[src/rtl/sid_audio_pkg.sv]
// sid_audio_pkg: shared widths, modulator feedback levels, ramp states and a saturating clamp
package sid_audio_pkg;
  localparam int SOUND_W = 19;
  localparam int SAMPLE_W = 16;
  localparam int INT_W = 22;
  localparam int FB_POS = 32767;
  localparam int FB_NEG = -32768;
  typedef enum logic {HOLD, RAMP} ramp_t;
  function automatic int sat_n(input int x, input int n);
    int hi;
    hi = (1 << (n - 1)) - 1;
    return x > hi ? hi : x < -hi - 1 ? -hi - 1 : x;
  endfunction
endpackage

[src/rtl/sid_dsm2.sv]
// sid_dsm2: tick-gated 2nd-order 1-bit delta-sigma modulator (clk, rst, tick, sample -> audio_out)
module sid_dsm2 import sid_audio_pkg::*; (
  input  logic                       clk,
  input  logic                       rst,
  input  logic                       tick,
  input  logic signed [SAMPLE_W-1:0] sample,
  output logic                       audio_out
);
  logic signed [INT_W-1:0] i1, i2;
  int fb, i1_n, i2_n;
  always_comb begin
    fb = audio_out ? FB_POS : FB_NEG;
    i1_n = sat_n(int'(i1) + int'(sample) - fb, INT_W);
    i2_n = sat_n(int'(i2) + int'(i1) - fb, INT_W);
  end
  always_ff @(posedge clk or posedge rst)
    if (rst) begin
      i1 <= '0;
      i2 <= '0;
      audio_out <= 1'b0;
    end else if (tick) begin
      i1 <= INT_W'(i1_n);
      i2 <= INT_W'(i2_n);
      audio_out <= i2_n >= 0;
    end
endmodule

[src/rtl/sid_dac_out.sv]
// sid_dac_out: capture/scale/saturate mixer samples, sticky clip, linear ramp into sid_dsm2 (sound_in/valid, clip_clear -> audio_out, sample_out, clip)
module sid_dac_out import sid_audio_pkg::*; #(
  parameter int SHIFT = 2,
  parameter int RAMP_LOG2 = 4,
  parameter int CLK_DIV = 2
) (
  input  logic                       clk,
  input  logic                       rst,
  input  logic signed [SOUND_W-1:0]  sound_in,
  input  logic                       sound_valid,
  input  logic                       clip_clear,
  output logic                       audio_out,
  output logic signed [SAMPLE_W-1:0] sample_out,
  output logic                       clip
);
  localparam logic [RAMP_LOG2:0] RLEN = (RAMP_LOG2 + 1)'(1) << RAMP_LOG2;
  ramp_t state, state_n;
  logic [7:0] pre;
  logic tick, clipped;
  logic signed [SOUND_W-1:0] shifted;
  int sat;
  logic signed [SAMPLE_W-1:0] tgt_new, target, target_n, sample_n;
  logic signed [SAMPLE_W:0] diff, step, step_n;
  logic [RAMP_LOG2:0] rcnt, rcnt_n;
  assign tick = pre == 8'(CLK_DIV - 1);
  assign shifted = sound_in >>> SHIFT;
  assign sat = sat_n(int'(shifted), SAMPLE_W);
  assign clipped = sat != int'(shifted);
  assign tgt_new = SAMPLE_W'(sat);
  assign diff = {tgt_new[SAMPLE_W-1], tgt_new} - {sample_out[SAMPLE_W-1], sample_out};
  // a capture always wins over a coincident tick; the last tick lands exactly on target
  always_comb begin
    state_n = state;
    sample_n = sample_out;
    target_n = target;
    step_n = step;
    rcnt_n = rcnt;
    if (sound_valid) begin
      target_n = tgt_new;
      step_n = diff >>> RAMP_LOG2;
      rcnt_n = RLEN;
      state_n = RAMP_LOG2 == 0 ? HOLD : RAMP;
      sample_n = RAMP_LOG2 == 0 ? tgt_new : sample_out;
    end else if (state == RAMP && tick) begin
      state_n = rcnt == (RAMP_LOG2 + 1)'(1) ? HOLD : RAMP;
      sample_n = rcnt == (RAMP_LOG2 + 1)'(1) ? target : SAMPLE_W'({sample_out[SAMPLE_W-1], sample_out} + step);
      rcnt_n = rcnt - 1'b1;
    end
  end
  always_ff @(posedge clk or posedge rst)
    if (rst) begin
      state <= HOLD;
      pre <= '0;
      sample_out <= '0;
      target <= '0;
      step <= '0;
      rcnt <= '0;
      clip <= 1'b0;
    end else begin
      state <= state_n;
      pre <= tick ? 8'd0 : pre + 8'd1;
      sample_out <= sample_n;
      target <= target_n;
      step <= step_n;
      rcnt <= rcnt_n;
      clip <= (sound_valid && clipped) || (clip && !clip_clear);
    end
  sid_dsm2 u_dsm (.clk(clk), .rst(rst), .tick(tick), .sample(sample_out), .audio_out(audio_out));
endmodule

[config.mk]
export PLATFORM = sky130hd
export DESIGN_NAME = sid_dac_out
export DESIGN_NICKNAME = d
export VERILOG_FILES = /design/src/rtl/sid_audio_pkg.sv /design/src/rtl/sid_dsm2.sv /design/src/rtl/sid_dac_out.sv
export SDC_FILE = /design/constraint.sdc
export NUM_CORES = 1
export LEC_CHECK = 0
export CAP_MARGIN = 0
export CORE_UTILIZATION = 40
export DETAILED_ROUTE_END_ITERATION = 16
export GPL_TIMING_DRIVEN = 1
export PLACE_DENSITY_LB_ADDON = 0.08
export SKIP_CTS_REPAIR_TIMING = 1
export SLEW_MARGIN = 20
export SYNTH_ARGS = -nofsm -noshare
export SYNTH_HDL_FRONTEND = slang
export SYNTH_SLANG_ARGS = --single-unit
[constraint.sdc]
create_clock -name clk -period 7.08 [get_ports clk]
set_clock_uncertainty 0.15 [all_clocks]
set_input_delay 1.062 -clock clk [delete_from_list [all_inputs] [get_ports clk]]
set_output_delay 1.062 -clock clk [all_outputs]
set_load 0.01 [all_outputs]
==> results of run 1 <==
==> stage by stage <==
step | instances | area, µm² | hold slack [ns]
after detailed placement | 1350 | 10100 | 0.328
after CTS | 1365 | 10400 | 0.344
after floorplan | 1020 | 9380 | 0.296
after global placement | 1350 | 10100 | 0.327
after global routing | 1365 | 10400 | 0.354
final | 1365 | 10400 | 0.346
==> placed cells by master (no fill, tap or decap), types with 5 or more instances in the layout <==
cell type / Yosys / final
a211oi_1: 6 / 6
a21boi_0: 5 / 5
a21o_1: 42 / 42
a21oi_1: 74 / 74
a221o_1: 39 / 39
a31oi_1: 12 / 12
and2_1: 6 / 6
and3_1: 11 / 11
buf_4: 0 / 10
clkbuf_16: 0 / 9
clkdlybuf4s50_1: 0 / 37
dfrtp_1: 105 / 104
fa_1: 25 / 25
ha_1: 105 / 105
inv_1: 93 / 92
maj3_1: 10 / 10
mux2_2: 26 / 26
nand2_1: 57 / 57
nand2b_1: 16 / 16
nand3_1: 27 / 26
nor2_1: 65 / 65
nor2b_1: 9 / 9
nor3_1: 21 / 21
o211ai_1: 7 / 7
o21a_1: 13 / 13
o21ai_0: 37 / 37
o21ai_1: 6 / 6
o31ai_1: 12 / 11
or2_2: 6 / 6
or3_1: 5 / 5
xnor2_1: 61 / 61
xor2_1: 24 / 24
==> flip-flops by register name, indices dropped and copies added (netlist names) <==
name and flops:
u_dsm.i1 22, u_dsm.i2 22, sample_out 16, target 16, step 13, pre 8, rcnt 5, clip 1
state 1, u_dsm.audio_out 1
==> worst paths after layout <==
kind | end | slack (ns) | depth (start not counted)
min in group asynchronous | rcnt[4] | 0.97 | 2
worst min-delay path | pre[7] | 0.35 | 1
worst min register to register | pre[7] | 0.35 | 1
max in group asynchronous | u_dsm.audio_out | 4.54 | 3
worst max register to register | u_dsm.i2[3] | 1.05 | 25
worst max-delay path | u_dsm.i2[3] | 1.05 | 25
==> final cells by class <==
type,count,area [µm²]
Clock inverter,6,52.6
Clock buffer,9,225
Sequential cell,105,2630
Fill cell,2310,12500
Multi-Input combinational cell,791,6280
Inverter,93,352
Timing Repair Buffer,48,450
Tap cell,313,392
==> worst register-to-register path: stages, from the launching register on <==
cell and delay [ns]:
dfrtp_1 0.39, ha_1 0.18, inv_1 0.05, fa_1 0.40
nor2b_1 0.12, o21ai_0 0.10, a21boi_0 0.35, o31ai_1 0.18
a31oi_1 0.19, nor2_1 0.10, o31ai_1 0.39, nor2_1 0.10
xnor2_1 0.22, ha_1 0.29, a21o_1 0.20, a21o_1 0.18
a221o_1 0.37, a21oi_1 0.37, xnor2_1 0.20, a2bb2oi_1 0.09
a2bb2oi_1 0.15, ha_1 0.41, nor2_1 0.08, buf_4 0.22
o31a_1 0.12, a221o_1 0.31
==> cells by family (layout without fill, tap and decap cells) <==
family	Yosys count	after routing	synth area share (%)
AOI/OAI and AO/OA	300	300	22.9
xor gates and xnor gates	85	85	7.94
adders and majority gates	140	140	20.4
buffers and inverters	124	156	5.18
DFF	105	105	28.0
muxes	30	30	3.55
and+or+nand+nor	236	236	12.0
==> layer usage <==
metal | GRT usage (%) | vias up | part of all wire (%)
met5 | 0 | - | 0
li1 | - | 3749 | -
met2 | 30.4 | 93 | 45
met1 | 27.9 | 3564 | 51
met3 | 2.31 | 17 | 2.4
met4 | 4.62 | 0 | 1.3
==> impl_metrics.toml, run 1 <==
[die]
die_w_um = 155
start_util_pct = 41.0
fp.dieArea_um2 = 24100
row_count = 55
io_pins = 41
core_region_area_um2 = 22800
die_h_um = 155

[synth]
postSynthCellCount = 1020
ys_warn_count = 0
synth_area_per_cell_um2 = 9.19
synth-edff-count = 0
synth_top_area_cell = "dfrtp_1"
synth.distinct_cells = 69
yosysTopAreaCellShare_pct = 28.0
yosys-top-cells-area = "dfrtp_1 (28%), ha_1 (14%), xnor2_1 (5.7%), fa_1 (5.3%), a221o_1 (4.2%)"
synth_fp_nets = 1173
ys_ff_latch = 105
synthesis.area_um2 = 9380
synth.top_cells.by_count = "dfrtp_1 (105), ha_1 (105), inv_1 (93)"
synth_ff_type = "dfrtp_1"
ys_seq_area_share_pct = 28.0
synth-async-reset-ratio_pct = 100

[cts]
cts_made_buffers = 9
clk_latency_ns = 0.37
path_clk_slew_ns = 0.08
htree_levels = 3
clock-sinks = 105
clockBufferDepth = 2
cts_tree = "built"
ctsRootBufferMaster = "clkbuf_16"

[drt]
viasPerCell = 5.44
route.antenna.remaining_nets = 0
drc_errors = 0
wirelength_um = 22100
firstDrtPassIters = 5
drtIter0Drc = 407
num_vias = 7423
wl_per_cell_um = 16.2

[critical_path]
cp.buffers_inverters = 2
cp_max_fo = 18
worst_setup_path_start_kind = "register"
slowest_delay_ns = 0.41
critPathLaunch = "u_dsm.i1[0]"
slowest_stage = "ha_1"
rr_startpoint = "u_dsm.i1[0]"
critPathKind = "reg2reg"
arrival_ns = 6.12
crit_path_end_kind = "register"
cp_data_required_time_ns = 7.17
crit_family = "compound AO/OA/AOI/OAI gates"

[sta]
fmax_mhz = 166
worst_pin_slew_ns = 0.791
finalSetupViolations = 0
fin_ws_ns = 1.05
slew_headroom_pct = 47.3
slew_violations = 0
hold_violations = 0
fin_setup_tns_ns = 0
fin_crit_ns = 6.03
rsz0062_at_grt = "no"
fin_crit_sh_pct = 85.2

[finish]
area_delta_synth_final_pct = 10.7
fin_util_pct = 45.4
n_antenna_cell = 0
nNetsFinal = 1201
drive_gt1_share_pct = 7.03

[run]
cap_violations = 0

[place]
gp_congestion = 0.807
io_buffers = 38
dp_hpwl_um = 16900
place_ws_ns = 1.08

[grt]
antenna_found_initial = 0
grt_max_degree = 61
grt_usage_pct = 19.2
grt_pass1_wl_um = 37000
grt_pass1_vias = 7202
overflow = 0

[worst_hold_path]
min_from = "pre[7]"
hold_class = "reg2reg"

[run_status]
outcome = "completed"
Power of run 1 is not shown: default switching activity piles up to over one toggle a cycle in this logic, so the estimate is an artifact.
==> run 2: changes to the inputs <==
CORE_ASPECT_RATIO = 0.6   (was unset)
DONT_BUFFER_PORTS = 1   (was unset)
==> impl_metrics.toml, run 2 (synthesis gave the netlist of run 1 again) <==
[sta]
worst_pin_slew_ns = 0.858
fin_crit_sh_pct = 89.8
slew_violations = 0
fin_crit_ns = 6.36
hold_violations = 0
fin_setup_tns_ns = 0
fmax_mhz = 157
finalSetupViolations = 0
rsz0062_at_grt = "no"
hold_ws_ns = 0.338
slew_headroom_pct = 42.8

[drt]
viasPerCell = 5.42
wirelength_um = 22900
route.antenna.remaining_nets = 0
wl_per_cell_um = 17.3
num_vias = 7171
drc_errors = 0
drtIter0Drc = 411
firstDrtPassIters = 5

[finish]
nNetsFinal = 1162
mostFrequentLayoutCells = "ha_1 (105), dfrtp_1 (104), inv_1 (92)"
fin_area_um2 = 9990
area_delta_synth_final_pct = 6.50
drive_gt1_share_pct = 7.00
final_cells = 1322
top_regs = "u_dsm.i1: 22 flops, u_dsm.i2: 22 flops"
layout_commonest_cell = "ha_1"
n_antenna_cell = 0

[die]
start_util_pct = 41.7
fp.dieArea_um2 = 24100
die_w_um = 200
row_count = 42
die_h_um = 121
core_region_area_um2 = 22500
io_pins = 41

[grt]
antenna_found_initial = 0
grt_pass1_vias = 6765
grt_max_degree = 60
grt_pass1_wl_um = 37500
grt_usage_pct = 20.2
overflow = 0

[critical_path]
crit_path_end_kind = "register"
cp_max_fo = 18
slowest_stage = "o41ai_1"
arrival_ns = 6.46
critPathKind = "reg2reg"
cp_data_required_time_ns = 7.18
worst_setup_path_start_kind = "register"
slowest_delay_ns = 0.57

[cts]
clockBufferDepth = 2
ctsRootBufferMaster = "clkbuf_16"
cts_made_buffers = 9
clk_latency_ns = 0.37
path_clk_slew_ns = 0.07
cts_tree = "built"
htree_levels = 3
clock-sinks = 105

[run]
cap_violations = 0

[place]
post_dp_cell_area_um2 = 9720
dp_cells = 1306
dp_hpwl_um = 17700
gp_congestion = 0.836
io_buffers = 0

[run_status]
outcome = "completed"

[worst_hold_path]
hold_class = "reg2reg"
-- run 2: layer usage --
metal	GRT usage (%)	part of all wire (%)
met1	34.7	61
met2	24.5	35
met3	4.46	3.5
met4	2.58	0.52
met5	0	0
-- run 2: layout make-up --
class	instances	area [µm²]
Sequential cell	105	2630
Inverter	93	352
Tap cell	308	385
Clock buffer	12	236
Multi-Input combinational cell	791	6290
Clock inverter	4	30.0
Fill cell	2242	12500
Timing Repair Buffer	9	67.6
-- run 2: final timing paths --
path | from | to | slack (ns) | cells past startpoint
worst max register to register | u_dsm.i1[0] | u_dsm.i2[3] | 0.72 | 25
min in group asynchronous | rst | state | 0.56 | 1
max in group asynchronous | rst | u_dsm.i1[1] | 5.06 | 2
worst min register to register | pre[7] | pre[7] | 0.34 | 1
worst max-delay path | u_dsm.i1[0] | u_dsm.i2[3] | 0.72 | 25
worst min-delay path | pre[7] | pre[7] | 0.34 | 1
-- run 2: worst max-delay path, delay by kind of cell (launching register included) --
| family | cells | cell delay (ns) |
|---|---|---|
| compound gates | 12 | 3.19 |
| fa+ha+maj | 4 | 1.30 |
| simple gates | 5 | 0.51 |
| flops | 1 | 0.41 |
| xor+xnor | 2 | 0.36 |
| buf+inv | 2 | 0.30 |
-- run 2: stage by stage --
| step | worst slack, ns | util, % |
|---|---|---|
| global route | 0.0953 | 44.4 |
| floorplan | 1.50 | - |
| global placement | 0.826 | 43.2 |
| detailed placement | 0.758 | 43.2 |
| CTS | 0.751 | 44.4 |
| finish | 0.724 | 44.4 |
Power of run 2 is left out for the same reason.
==> run 3: changes to the inputs <==
CORE_MARGIN = 3   (was unset)
CTS_CLUSTER_SIZE = 40   (was unset)
==> impl_metrics.toml, run 3 (synthesis gave the netlist of run 1 again) <==
[cts]
cts_made_buffers = 9
cts_tree = "built"
htree_levels = 3
path_clk_slew_ns = 0.07
clock-sinks = 105
clk_latency_ns = 0.37
ctsRootBufferMaster = "clkbuf_16"
clockBufferDepth = 2

[place]
dp_hpwl_um = 17700
io_buffers = 0
gp_congestion = 0.837

[sta]
rsz0062_at_grt = "no"
hold_violations = 0
fmax_mhz = 159
finalSetupViolations = 0
fin_crit_ns = 6.28
slew_headroom_pct = 44.0
fin_crit_sh_pct = 88.7
slew_violations = 0
worst_pin_slew_ns = 0.840
fin_setup_tns_ns = 0

[critical_path]
cp_max_fo = 18
r2r_slack_ns = 0.80
crit_family = "compound AO/OA/AOI/OAI gates"
cp.buffers_inverters = 2
r2r_end = "u_dsm.i2[3]"
reg2regPathDepth = 25
worst_setup_path_start_kind = "register"
cp_data_required_time_ns = 7.18
crit_path_end_kind = "register"
critPathLaunch = "u_dsm.i1[0]"
slowest_delay_ns = 0.52
rr_startpoint = "u_dsm.i1[0]"
arrival_ns = 6.38
slowest_stage = "o41ai_1"
critPathKind = "reg2reg"

[grt]
grt_pass1_wl_um = 38000
grt_usage_pct = 18.6
grt_max_degree = 58
overflow = 0
grt_pass1_vias = 6900
antenna_found_initial = 0

[die]
die_h_um = 125
fp.dieArea_um2 = 25400
core_region_area_um2 = 22500
start_util_pct = 41.6
io_pins = 41
row_count = 42
die_w_um = 204

[finish]
area_delta_synth_final_pct = 6.72
layout_commonest_cell = "ha_1"
drive_gt1_share_pct = 7.02
n_antenna_cell = 0
mostFrequentLayoutCells = "ha_1 (105), dfrtp_1 (104), inv_1 (92)"
nNetsFinal = 1160
top_regs = "u_dsm.i1: 22 flops, u_dsm.i2: 22 flops"

[drt]
drtIter0Drc = 409
wirelength_um = 23000
num_vias = 7295
route.antenna.remaining_nets = 0
wl_per_cell_um = 17.4
viasPerCell = 5.53
drc_errors = 0
firstDrtPassIters = 4

[worst_hold_path]
hold_class = "reg2reg"
holdPathStages = 1
min_to = "pre[7]"
min_from = "pre[7]"

[run_status]
outcome = "completed"

[run]
cap_violations = 0
## run 3: how the worst max path moves through the flow
| stage | to | slack [ns] | cells after the start |
|---|---|---|---|
| 6_report | u_dsm.i2[3] | 0.80 | 25 |
| 5_1_grt | u_dsm.i2[3] | 0.20 | 25 |
| 4_1_cts | u_dsm.i2[3] | 0.82 | 25 |
| 3_5_place_dp | u_dsm.i2[3] | 0.84 | 25 |
| 3_3_place_gp | u_dsm.i2[3] | 0.85 | 25 |
| 2_1_floorplan | u_dsm.i2[10] | 1.50 | 15 |
## run 3: area by class of cell
cell class | count | area [µm²]
fillers | 2262 | 12500
inverters | 93 | 352
flip-flops and latches | 105 | 2630
clock inverters | 3 | 23.8
clock buffers | 13 | 270
repair buffers | 7 | 52.6
well taps | 308 | 385
multi-input cells | 791 | 6300
## run 3: stage by stage
stage	utilization (%)	cells	worst slack (ns)	instance area (µm²)	hold WS [ns]
after floorplan	-	1020	1.50	9380	0.296
after global placement	43.1	1304	0.848	9710	0.322
after detailed placement	43.1	1304	0.838	9710	0.319
after CTS	44.4	1320	0.816	10000	0.333
after global routing	44.4	1320	0.197	10000	0.371
final	44.4	1320	0.803	10000	0.329
## run 3: routing by layer
metal | vias to the layer above | wire (µm) | GRT usage (%)
met3 | 10 | 987 | 4.78
met2 | 102 | 8390 | 23.3
met1 | 3502 | 13500 | 31.3
met4 | 0 | 133 | 2.71
li1 | 3681 | - | -
met5 | - | 0 | 0
Power of run 3 is left out for the same reason.
